## src/rtl/disposition_dispatch_if.sv

```systemverilog
// Handshake and bus bundle of the disposition stage: pipeline-tail input,
// context-cache record, per-channel read requests, write request and stall counter.
interface disposition_dispatch_if #(
    parameter int ID_W     = 16,
    parameter int ADDR_W   = 64,
    parameter int DATA_W   = 64,
    parameter int CTL_W    = 160,
    parameter int NUM_READ = 2,
    parameter int CNT_W    = 32
) ();
    logic                       in_valid;
    logic                       in_ready;
    logic [ID_W-1:0]            in_id;
    logic [CTL_W-1:0]           in_ctl;
    logic [NUM_READ-1:0]        in_rd_en;
    logic [NUM_READ*ID_W-1:0]   in_rd_recv_id;
    logic [NUM_READ*ADDR_W-1:0] in_rd_addr;
    logic                       in_wr_en;
    logic                       in_wr_back;
    logic [ADDR_W-1:0]          in_wr_addr;
    logic [ADDR_W-1:0]          in_data_address;
    logic [DATA_W-1:0]          in_wr_data;

    logic                       ctl_valid;
    logic [ID_W-1:0]            ctl_id;
    logic [CTL_W-1:0]           ctl;

    logic [NUM_READ-1:0]        rd_valid;
    logic [NUM_READ-1:0]        rd_ready;
    logic [NUM_READ*ID_W-1:0]   rd_req_id;
    logic [NUM_READ*ID_W-1:0]   rd_recv_id;
    logic [NUM_READ*ADDR_W-1:0] rd_addr;

    logic                       wr_valid;
    logic                       wr_ready;
    logic [ID_W-1:0]            wr_req_id;
    logic [ADDR_W-1:0]          wr_addr;
    logic [DATA_W-1:0]          wr_data;

    logic [CNT_W-1:0]           stall_cnt;

    modport master (
        input  in_valid, in_id, in_ctl, in_rd_en, in_rd_recv_id, in_rd_addr,
               in_wr_en, in_wr_back, in_wr_addr, in_data_address, in_wr_data,
               rd_ready, wr_ready,
        output in_ready, ctl_valid, ctl_id, ctl,
               rd_valid, rd_req_id, rd_recv_id, rd_addr,
               wr_valid, wr_req_id, wr_addr, wr_data, stall_cnt
    );

    modport slave (
        output in_valid, in_id, in_ctl, in_rd_en, in_rd_recv_id, in_rd_addr,
               in_wr_en, in_wr_back, in_wr_addr, in_data_address, in_wr_data,
               rd_ready, wr_ready,
        input  in_ready, ctl_valid, ctl_id, ctl,
               rd_valid, rd_req_id, rd_recv_id, rd_addr,
               wr_valid, wr_req_id, wr_addr, wr_data, stall_cnt
    );
endinterface

```

## src/rtl/disposition_dispatch.sv

```systemverilog
// Disposition stage: one-cycle control record to the context cache plus
// per-channel read FIFOs and a write FIFO with valid/ready toward the data side.
module disposition_dispatch #(
    parameter int ID_W     = 16,
    parameter int ADDR_W   = 64,
    parameter int DATA_W   = 64,
    parameter int CTL_W    = 160,
    parameter int NUM_READ = 2,
    parameter int DEPTH    = 4,
    parameter int SELF_CH0 = 1,
    parameter int CNT_W    = 32
) (
    input  logic                   clk,
    input  logic                   rst,
    disposition_dispatch_if.master bus
);
    localparam int PTR_W  = $clog2(DEPTH);
    localparam int FCNT_W = PTR_W + 1;
    localparam logic [FCNT_W-1:0] FULL_CNT = FCNT_W'(DEPTH);

    typedef struct packed {
        logic [ID_W-1:0]   req_id;
        logic [ID_W-1:0]   recv_id;
        logic [ADDR_W-1:0] addr;
    } rd_entry_t;

    typedef struct packed {
        logic [ID_W-1:0]   req_id;
        logic [ADDR_W-1:0] addr;
        logic [DATA_W-1:0] data;
    } wr_entry_t;

    rd_entry_t         rd_mem_q [NUM_READ][DEPTH];
    rd_entry_t         rd_mem_d [NUM_READ][DEPTH];
    logic [PTR_W-1:0]  rd_wp_q [NUM_READ], rd_wp_d [NUM_READ];
    logic [PTR_W-1:0]  rd_rp_q [NUM_READ], rd_rp_d [NUM_READ];
    logic [FCNT_W-1:0] rd_cnt_q [NUM_READ], rd_cnt_d [NUM_READ];
    wr_entry_t         wr_mem_q [DEPTH], wr_mem_d [DEPTH];
    logic [PTR_W-1:0]  wr_wp_q, wr_wp_d, wr_rp_q, wr_rp_d;
    logic [FCNT_W-1:0] wr_cnt_q, wr_cnt_d;
    logic              run_q, run_d;
    logic              ctl_valid_q, ctl_valid_d;
    logic [ID_W-1:0]   ctl_id_q, ctl_id_d;
    logic [CTL_W-1:0]  ctl_q, ctl_d;
    logic [CNT_W-1:0]  stall_cnt_q, stall_cnt_d;

    logic                not_full_s, in_ready_s, accept_s;
    logic [NUM_READ-1:0] rd_push_s, rd_pop_s, rd_valid_s;
    logic                wr_push_s, wr_pop_s, wr_valid_s;
    rd_entry_t           rd_new_s [NUM_READ];
    wr_entry_t           wr_new_s;

    // Handshake: readiness looks only at registered counts, never at this cycle's pops
    always_comb begin
        not_full_s = (wr_cnt_q < FULL_CNT);
        for (int i = 0; i < NUM_READ; i++) begin
            not_full_s = not_full_s & (rd_cnt_q[i] < FULL_CNT);
        end
        in_ready_s = rst & run_q & not_full_s;
        accept_s   = bus.in_valid & in_ready_s;
        for (int i = 0; i < NUM_READ; i++) begin
            rd_new_s[i].req_id  = bus.in_id;
            rd_new_s[i].recv_id = ((SELF_CH0 != 0) && (i == 0)) ? bus.in_id
                                                                  : bus.in_rd_recv_id[i*ID_W +: ID_W];
            rd_new_s[i].addr    = bus.in_rd_addr[i*ADDR_W +: ADDR_W];
            rd_push_s[i]  = accept_s & bus.in_rd_en[i];
            rd_valid_s[i] = rst & (rd_cnt_q[i] != '0);
            rd_pop_s[i]   = rd_valid_s[i] & bus.rd_ready[i];
        end
        wr_new_s.req_id = bus.in_id;
        wr_new_s.addr   = bus.in_wr_back ? bus.in_data_address : bus.in_wr_addr;
        wr_new_s.data   = bus.in_wr_data;
        wr_push_s  = accept_s & bus.in_wr_en;
        wr_valid_s = rst & (wr_cnt_q != '0);
        wr_pop_s   = wr_valid_s & bus.wr_ready;
    end

    // Next state: FIFO pointers/counts, stored entries, control record, stall counter
    always_comb begin
        rd_mem_d = rd_mem_q;
        wr_mem_d = wr_mem_q;
        for (int i = 0; i < NUM_READ; i++) begin
            rd_wp_d[i]  = rd_wp_q[i] + PTR_W'(rd_push_s[i]);
            rd_rp_d[i]  = rd_rp_q[i] + PTR_W'(rd_pop_s[i]);
            rd_cnt_d[i] = rd_cnt_q[i] + FCNT_W'(rd_push_s[i]) - FCNT_W'(rd_pop_s[i]);
            if (rd_push_s[i]) begin
                rd_mem_d[i][rd_wp_q[i]] = rd_new_s[i];
            end else begin
                rd_mem_d[i][rd_wp_q[i]] = rd_mem_q[i][rd_wp_q[i]];
            end
        end
        wr_wp_d  = wr_wp_q + PTR_W'(wr_push_s);
        wr_rp_d  = wr_rp_q + PTR_W'(wr_pop_s);
        wr_cnt_d = wr_cnt_q + FCNT_W'(wr_push_s) - FCNT_W'(wr_pop_s);
        if (wr_push_s) begin
            wr_mem_d[wr_wp_q] = wr_new_s;
        end else begin
            wr_mem_d[wr_wp_q] = wr_mem_q[wr_wp_q];
        end
        run_d       = 1'b1;
        ctl_valid_d = accept_s;
        ctl_id_d    = accept_s ? bus.in_id : '0;
        ctl_d       = accept_s ? bus.in_ctl : '0;
        if (bus.in_valid && !in_ready_s && (stall_cnt_q != {CNT_W{1'b1}})) begin
            stall_cnt_d = stall_cnt_q + CNT_W'(1'b1);
        end else begin
            stall_cnt_d = stall_cnt_q;
        end
    end

    // State registers with synchronous active-low reset that flushes all queues
    always_ff @(posedge clk) begin
        if (!rst) begin
            for (int i = 0; i < NUM_READ; i++) begin
                rd_wp_q[i]  <= '0;
                rd_rp_q[i]  <= '0;
                rd_cnt_q[i] <= '0;
                for (int j = 0; j < DEPTH; j++) begin
                    rd_mem_q[i][j] <= '0;
                end
            end
            for (int j = 0; j < DEPTH; j++) begin
                wr_mem_q[j] <= '0;
            end
            wr_wp_q     <= '0;
            wr_rp_q     <= '0;
            wr_cnt_q    <= '0;
            run_q       <= 1'b0;
            ctl_valid_q <= 1'b0;
            ctl_id_q    <= '0;
            ctl_q       <= '0;
            stall_cnt_q <= '0;
        end else begin
            rd_mem_q    <= rd_mem_d;
            rd_wp_q     <= rd_wp_d;
            rd_rp_q     <= rd_rp_d;
            rd_cnt_q    <= rd_cnt_d;
            wr_mem_q    <= wr_mem_d;
            wr_wp_q     <= wr_wp_d;
            wr_rp_q     <= wr_rp_d;
            wr_cnt_q    <= wr_cnt_d;
            run_q       <= run_d;
            ctl_valid_q <= ctl_valid_d;
            ctl_id_q    <= ctl_id_d;
            ctl_q       <= ctl_d;
            stall_cnt_q <= stall_cnt_d;
        end
    end

    // Outputs: FIFO heads are presented only while non-empty, zero otherwise
    always_comb begin
        bus.in_ready   = in_ready_s;
        bus.ctl_valid  = ctl_valid_q;
        bus.ctl_id     = ctl_id_q;
        bus.ctl        = ctl_q;
        bus.stall_cnt  = stall_cnt_q;
        bus.rd_valid   = rd_valid_s;
        bus.rd_req_id  = '0;
        bus.rd_recv_id = '0;
        bus.rd_addr    = '0;
        for (int i = 0; i < NUM_READ; i++) begin
            if (rd_valid_s[i]) begin
                bus.rd_req_id[i*ID_W +: ID_W]    = rd_mem_q[i][rd_rp_q[i]].req_id;
                bus.rd_recv_id[i*ID_W +: ID_W]   = rd_mem_q[i][rd_rp_q[i]].recv_id;
                bus.rd_addr[i*ADDR_W +: ADDR_W]  = rd_mem_q[i][rd_rp_q[i]].addr;
            end else begin
                bus.rd_req_id[i*ID_W +: ID_W]    = '0;
                bus.rd_recv_id[i*ID_W +: ID_W]   = '0;
                bus.rd_addr[i*ADDR_W +: ADDR_W]  = '0;
            end
        end
        bus.wr_valid = wr_valid_s;
        if (wr_valid_s) begin
            bus.wr_req_id = wr_mem_q[wr_rp_q].req_id;
            bus.wr_addr   = wr_mem_q[wr_rp_q].addr;
            bus.wr_data   = wr_mem_q[wr_rp_q].data;
        end else begin
            bus.wr_req_id = '0;
            bus.wr_addr   = '0;
            bus.wr_data   = '0;
        end
    end
endmodule

```

## src/flat_wrapper.sv

```systemverilog
// flat-port wrapper written by rule: the top's interface ports become plain ports
module disposition_dispatch_flat 
#(
    parameter int ID_W     = 16,
    parameter int ADDR_W   = 64,
    parameter int DATA_W   = 64,
    parameter int CTL_W    = 160,
    parameter int NUM_READ = 2,
    parameter int DEPTH    = 4,
    parameter int SELF_CH0 = 1,
    parameter int CNT_W    = 32
)
  (clk, rst, bus_in_valid, bus_in_id, bus_in_ctl, bus_in_rd_en, bus_in_rd_recv_id, bus_in_rd_addr, bus_in_wr_en, bus_in_wr_back, bus_in_wr_addr, bus_in_data_address, bus_in_wr_data, bus_rd_ready, bus_wr_ready, bus_in_ready, bus_ctl_valid, bus_ctl_id, bus_ctl, bus_rd_valid, bus_rd_req_id, bus_rd_recv_id, bus_rd_addr, bus_wr_valid, bus_wr_req_id, bus_wr_addr, bus_wr_data, bus_stall_cnt);
  disposition_dispatch_if #(.ID_W(ID_W), .ADDR_W(ADDR_W), .DATA_W(DATA_W), .CTL_W(CTL_W), .NUM_READ(NUM_READ), .CNT_W(CNT_W)) bus_i ();
  input  logic clk;
  input  logic rst;
  input wire logic [$bits(bus_i.in_valid)-1:0] bus_in_valid;
  input wire logic [$bits(bus_i.in_id)-1:0] bus_in_id;
  input wire logic [$bits(bus_i.in_ctl)-1:0] bus_in_ctl;
  input wire logic [$bits(bus_i.in_rd_en)-1:0] bus_in_rd_en;
  input wire logic [$bits(bus_i.in_rd_recv_id)-1:0] bus_in_rd_recv_id;
  input wire logic [$bits(bus_i.in_rd_addr)-1:0] bus_in_rd_addr;
  input wire logic [$bits(bus_i.in_wr_en)-1:0] bus_in_wr_en;
  input wire logic [$bits(bus_i.in_wr_back)-1:0] bus_in_wr_back;
  input wire logic [$bits(bus_i.in_wr_addr)-1:0] bus_in_wr_addr;
  input wire logic [$bits(bus_i.in_data_address)-1:0] bus_in_data_address;
  input wire logic [$bits(bus_i.in_wr_data)-1:0] bus_in_wr_data;
  input wire logic [$bits(bus_i.rd_ready)-1:0] bus_rd_ready;
  input wire logic [$bits(bus_i.wr_ready)-1:0] bus_wr_ready;
  output wire logic [$bits(bus_i.in_ready)-1:0] bus_in_ready;
  output wire logic [$bits(bus_i.ctl_valid)-1:0] bus_ctl_valid;
  output wire logic [$bits(bus_i.ctl_id)-1:0] bus_ctl_id;
  output wire logic [$bits(bus_i.ctl)-1:0] bus_ctl;
  output wire logic [$bits(bus_i.rd_valid)-1:0] bus_rd_valid;
  output wire logic [$bits(bus_i.rd_req_id)-1:0] bus_rd_req_id;
  output wire logic [$bits(bus_i.rd_recv_id)-1:0] bus_rd_recv_id;
  output wire logic [$bits(bus_i.rd_addr)-1:0] bus_rd_addr;
  output wire logic [$bits(bus_i.wr_valid)-1:0] bus_wr_valid;
  output wire logic [$bits(bus_i.wr_req_id)-1:0] bus_wr_req_id;
  output wire logic [$bits(bus_i.wr_addr)-1:0] bus_wr_addr;
  output wire logic [$bits(bus_i.wr_data)-1:0] bus_wr_data;
  output wire logic [$bits(bus_i.stall_cnt)-1:0] bus_stall_cnt;
  assign bus_i.in_valid = bus_in_valid;
  assign bus_i.in_id = bus_in_id;
  assign bus_i.in_ctl = bus_in_ctl;
  assign bus_i.in_rd_en = bus_in_rd_en;
  assign bus_i.in_rd_recv_id = bus_in_rd_recv_id;
  assign bus_i.in_rd_addr = bus_in_rd_addr;
  assign bus_i.in_wr_en = bus_in_wr_en;
  assign bus_i.in_wr_back = bus_in_wr_back;
  assign bus_i.in_wr_addr = bus_in_wr_addr;
  assign bus_i.in_data_address = bus_in_data_address;
  assign bus_i.in_wr_data = bus_in_wr_data;
  assign bus_i.rd_ready = bus_rd_ready;
  assign bus_i.wr_ready = bus_wr_ready;
  assign bus_in_ready = bus_i.in_ready;
  assign bus_ctl_valid = bus_i.ctl_valid;
  assign bus_ctl_id = bus_i.ctl_id;
  assign bus_ctl = bus_i.ctl;
  assign bus_rd_valid = bus_i.rd_valid;
  assign bus_rd_req_id = bus_i.rd_req_id;
  assign bus_rd_recv_id = bus_i.rd_recv_id;
  assign bus_rd_addr = bus_i.rd_addr;
  assign bus_wr_valid = bus_i.wr_valid;
  assign bus_wr_req_id = bus_i.wr_req_id;
  assign bus_wr_addr = bus_i.wr_addr;
  assign bus_wr_data = bus_i.wr_data;
  assign bus_stall_cnt = bus_i.stall_cnt;
  disposition_dispatch #(.ID_W(ID_W), .ADDR_W(ADDR_W), .DATA_W(DATA_W), .CTL_W(CTL_W), .NUM_READ(NUM_READ), .DEPTH(DEPTH), .SELF_CH0(SELF_CH0), .CNT_W(CNT_W)) u_core (.clk(clk), .rst(rst), .bus(bus_i));
endmodule
```

## config.mk

```make
export PLATFORM = sky130hd
export DESIGN_NAME = disposition_dispatch_flat
export DESIGN_NICKNAME = d
export VERILOG_FILES = /design/src/rtl/disposition_dispatch_if.sv /design/src/rtl/disposition_dispatch.sv /design/src/flat_wrapper.sv
export SDC_FILE = /design/constraint.sdc
export NUM_CORES = 2
export LEC_CHECK = 0
export CAP_MARGIN = 20
export CORE_AREA = 5 5 426 428
export DETAILED_ROUTE_END_ITERATION = 8
export DIE_AREA = 0 0 431 433
export GPL_TIMING_DRIVEN = 0
export PLACE_DENSITY = 0.73
export SETUP_SLACK_MARGIN = 0.4
export SYNTH_ARGS = -nofsm -noshare
export SYNTH_HDL_FRONTEND = slang
export SYNTH_SLANG_ARGS = --single-unit
```

## constraint.sdc

```tcl
create_clock -name clk -period 3.9 [get_ports clk]
set_input_delay 0.975 -clock clk [delete_from_list [all_inputs] [get_ports clk]]
set_output_delay 0.975 -clock clk [all_outputs]
set_load 0.02 [all_outputs]
```

==> reports/qor.yml <==
initial_core_util_pct: 40.62
startpoint_type: "flip-flop"
port_buffers: 1069
clock_latency_ns: 0.83
critPathKind: "reg2out"
final_common_cell: "dfxtp_1"
drt.antenna.violating_nets: 0
ir_drop_uv: 384.7
r2r-end: "u_core.rd_mem_q[666]"
grt_busiest_layer: "met2"
antenna_found_initial: 38
ys_ff_latch: 1575
cts-htree-levels: 4
fin_util_pct: 52.93
cp.arrival_ns: 2.71
drtIter0Drc: 9478
die_y_um: 433
ff2ff_path_depth: 8
final_cell_mix: "1569 x dfxtp_1, 1099 x o21ai_0, 1051 x a21oi_1"
yosys.area.top_type: "dfxtp_1"
synthTopCellsByArea: "dfxtp_1 44%, mux4_2 21%, o21ai_0 7.6%"
syn_inst: 7018
reg2reg_slack_ns: 0.39
yosysWarnings: 0
fin_crit_ns: 3.687
clockBufferDepth: 3
via_count: 67820
finalHoldViolCount: 0
dp_hpwl_mm: 211.4
r2r-start: "u_core.rd_wp_q[2]"
synth_area_um2: 72090
worstPathRequired_ns: 2.92
clkTransAtPathRegs_ns: 0.06
synth_edf_count: 0
drc: 0
endpoint: "bus_wr_addr[42]"
layout.nets: 8947
end_kind: "output port"
worstHoldPathType: "in2reg"
finalSetupViolCount: 0
syn-mean-instance-area_um2: 10.27
rsz0062_at_grt: "yes"
synthesis.nets: 7568
max-slew-margin-rel_pct: 20.10
vias_per_cell: 6.203
status: "complete, no violations"
grt_pass1_vias: 66220
area_growth_pct: 30.30
synth_seq_area_share_pct: 43.74
powerDensity_nw_per_um2: 460.6
ys_async_sr_fraction_pct: 0
finClkSkew_ns: 0.05305
synth_cell_types: 47
clock_sinks: 1575
wirelength_mm: 298.5
holdBufCountCts: 0
place_area_um2: 85840
holdWs_ns: 0.4279
grt_max_degree: 17
cp_max_fo: 6
die_width_um: 431
io_pins: 1087
root_buffer: "clkbuf_16"
drive_gt1_share_pct: 21.07
tightest_slew_ns: 1.195
fin_crit_sh_pct: 94.55
crit_path_start: "u_core.wr_rp_q[0]"
cts_tree: "built"
grt.total_usage_pct: 30.07
die-area_um2: 186600
ys.flop_type: "dfxtp_1"
grt_pass1_wl_mm: 429.6
cap_violations: 0
max_freq_mhz: 271.2
total_leakage_power_uw: 0.03576
yosys.area.top_type_share_pct: 43.74
grtUsageMet2_pct: 48.01
rows: 155
cts_made_buffers: 167
gp_congestion: 0.9494
core_area_um2: 177500
slew_viol_final: 0
routedWlPerCell_um: 27.30
use_met3_pct: 6.631
design_area_um2: 93930
drt_pass1_iterations: 8
grt_use_met1_pct: 36.56
overflow: 0
==> timing repair <==
item,in CTS,in global routing
cloned,9,9
pin swaps,9,49
endpoints found under the setup margin,460,466
setup buffers,25,89
gates resized for setup,1127,1003
==> routing by layer <==
metal | wire [um] | vias up
met5 | 80 | -
met4 | 22900 | 12
met3 | 29430 | 946
met2 | 138500 | 4939
met1 | 107500 | 33170
li1 | - | 28750
==> worst max-delay path: stages (launching register included) <==
cell,delay [ns]
dfxtp_2,0.35
clkbuf_16,0.19
buf_16,0.17
buf_12,0.12
buf_16,0.11
mux4_2,0.61
and2_4,0.21
buf_6,0.12
==> synth_stat cells (3+ instances only) <==
cell	number
buf_4	4
and2_1	527
mux2i_1	306
inv_1	15
ha_1	9
nor3_1	8
dfxtp_1	1575
nor2_1	350
buf_1	55
nor4_1	3
o21ai_0	1099
clkbuf_1	567
a21oi_1	1051
nor2b_1	6
mux4_2	672
fa_1	3
nand2b_1	4
o31ai_1	16
nand3_1	16
o22ai_1	256
xor2_1	7
mux2_2	32
or3_1	11
or4_1	14
nand2_1	281
xnor2_1	10
nand4_1	12
buf_2	85
==> kinds of logic after synthesis <==
logic type	synth area share [%]
AOI/OAI and AO/OA	17.40
xor gates and xnor gates	0.2065
adders and majority gates	0.2395
buffers and inverters	3.985
DFF	43.74
muxes	25.74
and+or+nand+nor	8.685
==> cell type report <==
type | count | area [um2]
plain buffers | 713 | 3767
well taps | 2355 | 2947
clock buffers | 248 | 4989
inverters | 16 | 72.57
multi-input cells | 4714 | 38060
diodes | 40 | 100.1
fillers | 15310 | 83520
flip-flops and latches | 1575 | 31550
clock inverters | 62 | 918.4
repair buffers | 1210 | 11530
==> where the power goes <==
group | total [uW] | internal [uW] | switching, uW
clock network | 17200 | 10100 | 7120
logic | 8650 | 4040 | 4610
registers | 17400 | 16900 | 564
total | 43300 | 31000 | 12300
==> worst min path at each step <==
| stage | cells past startpoint | slack, ns | startpoint | to |
|---|---|---|---|---|
| 3_5_place_dp | 2 | 0.47 | u_core.wr_mem_q[64] | u_core.wr_mem_q[64] |
| 3_3_place_gp | 2 | 0.46 | u_core.wr_mem_q[270] | u_core.wr_mem_q[270] |
| 4_1_cts | 1 | 0.38 | rst | u_core.run_q |
| 5_1_grt | 1 | 0.40 | rst | u_core.run_q |
| 2_1_floorplan | 2 | 0.45 | u_core.wr_mem_q[270] | u_core.wr_mem_q[270] |
| 6_report | 1 | 0.43 | rst | u_core.run_q |
==> metrics by stage <==
step / cells / total power (uW) / TNS (ns) / setup WS (ns)
3_5_place_dp: 10450 / 25070 / -734.47 / -2.179
6_report: 10930 / 43270 / 0 / 0.2126
5_1_grt: 10910 / 44520 / 0 / 0.1792
2_1_floorplan: 7018 / 22000 / 0 / 0.7638
3_3_place_gp: 10440 / 24850 / -1578.36 / -2.580
4_1_cts: 10790 / 42530 / 0 / 0.1459
==> registers in the layout, summed over array words and instances (netlist names) <==
name / count
u_core.bus.ctl: 160
u_core.bus.ctl_id: 16
u_core.bus.ctl_valid: 1
u_core.bus.stall_cnt: 32
u_core.rd_cnt_q: 6
u_core.rd_mem_q: 768
u_core.rd_rp_q: 4
u_core.rd_wp_q: 4
u_core.run_q: 1
u_core.wr_cnt_q: 3
u_core.wr_mem_q: 576
u_core.wr_rp_q: 2
u_core.wr_wp_q: 2
Power figures use the tool's default switching activity.
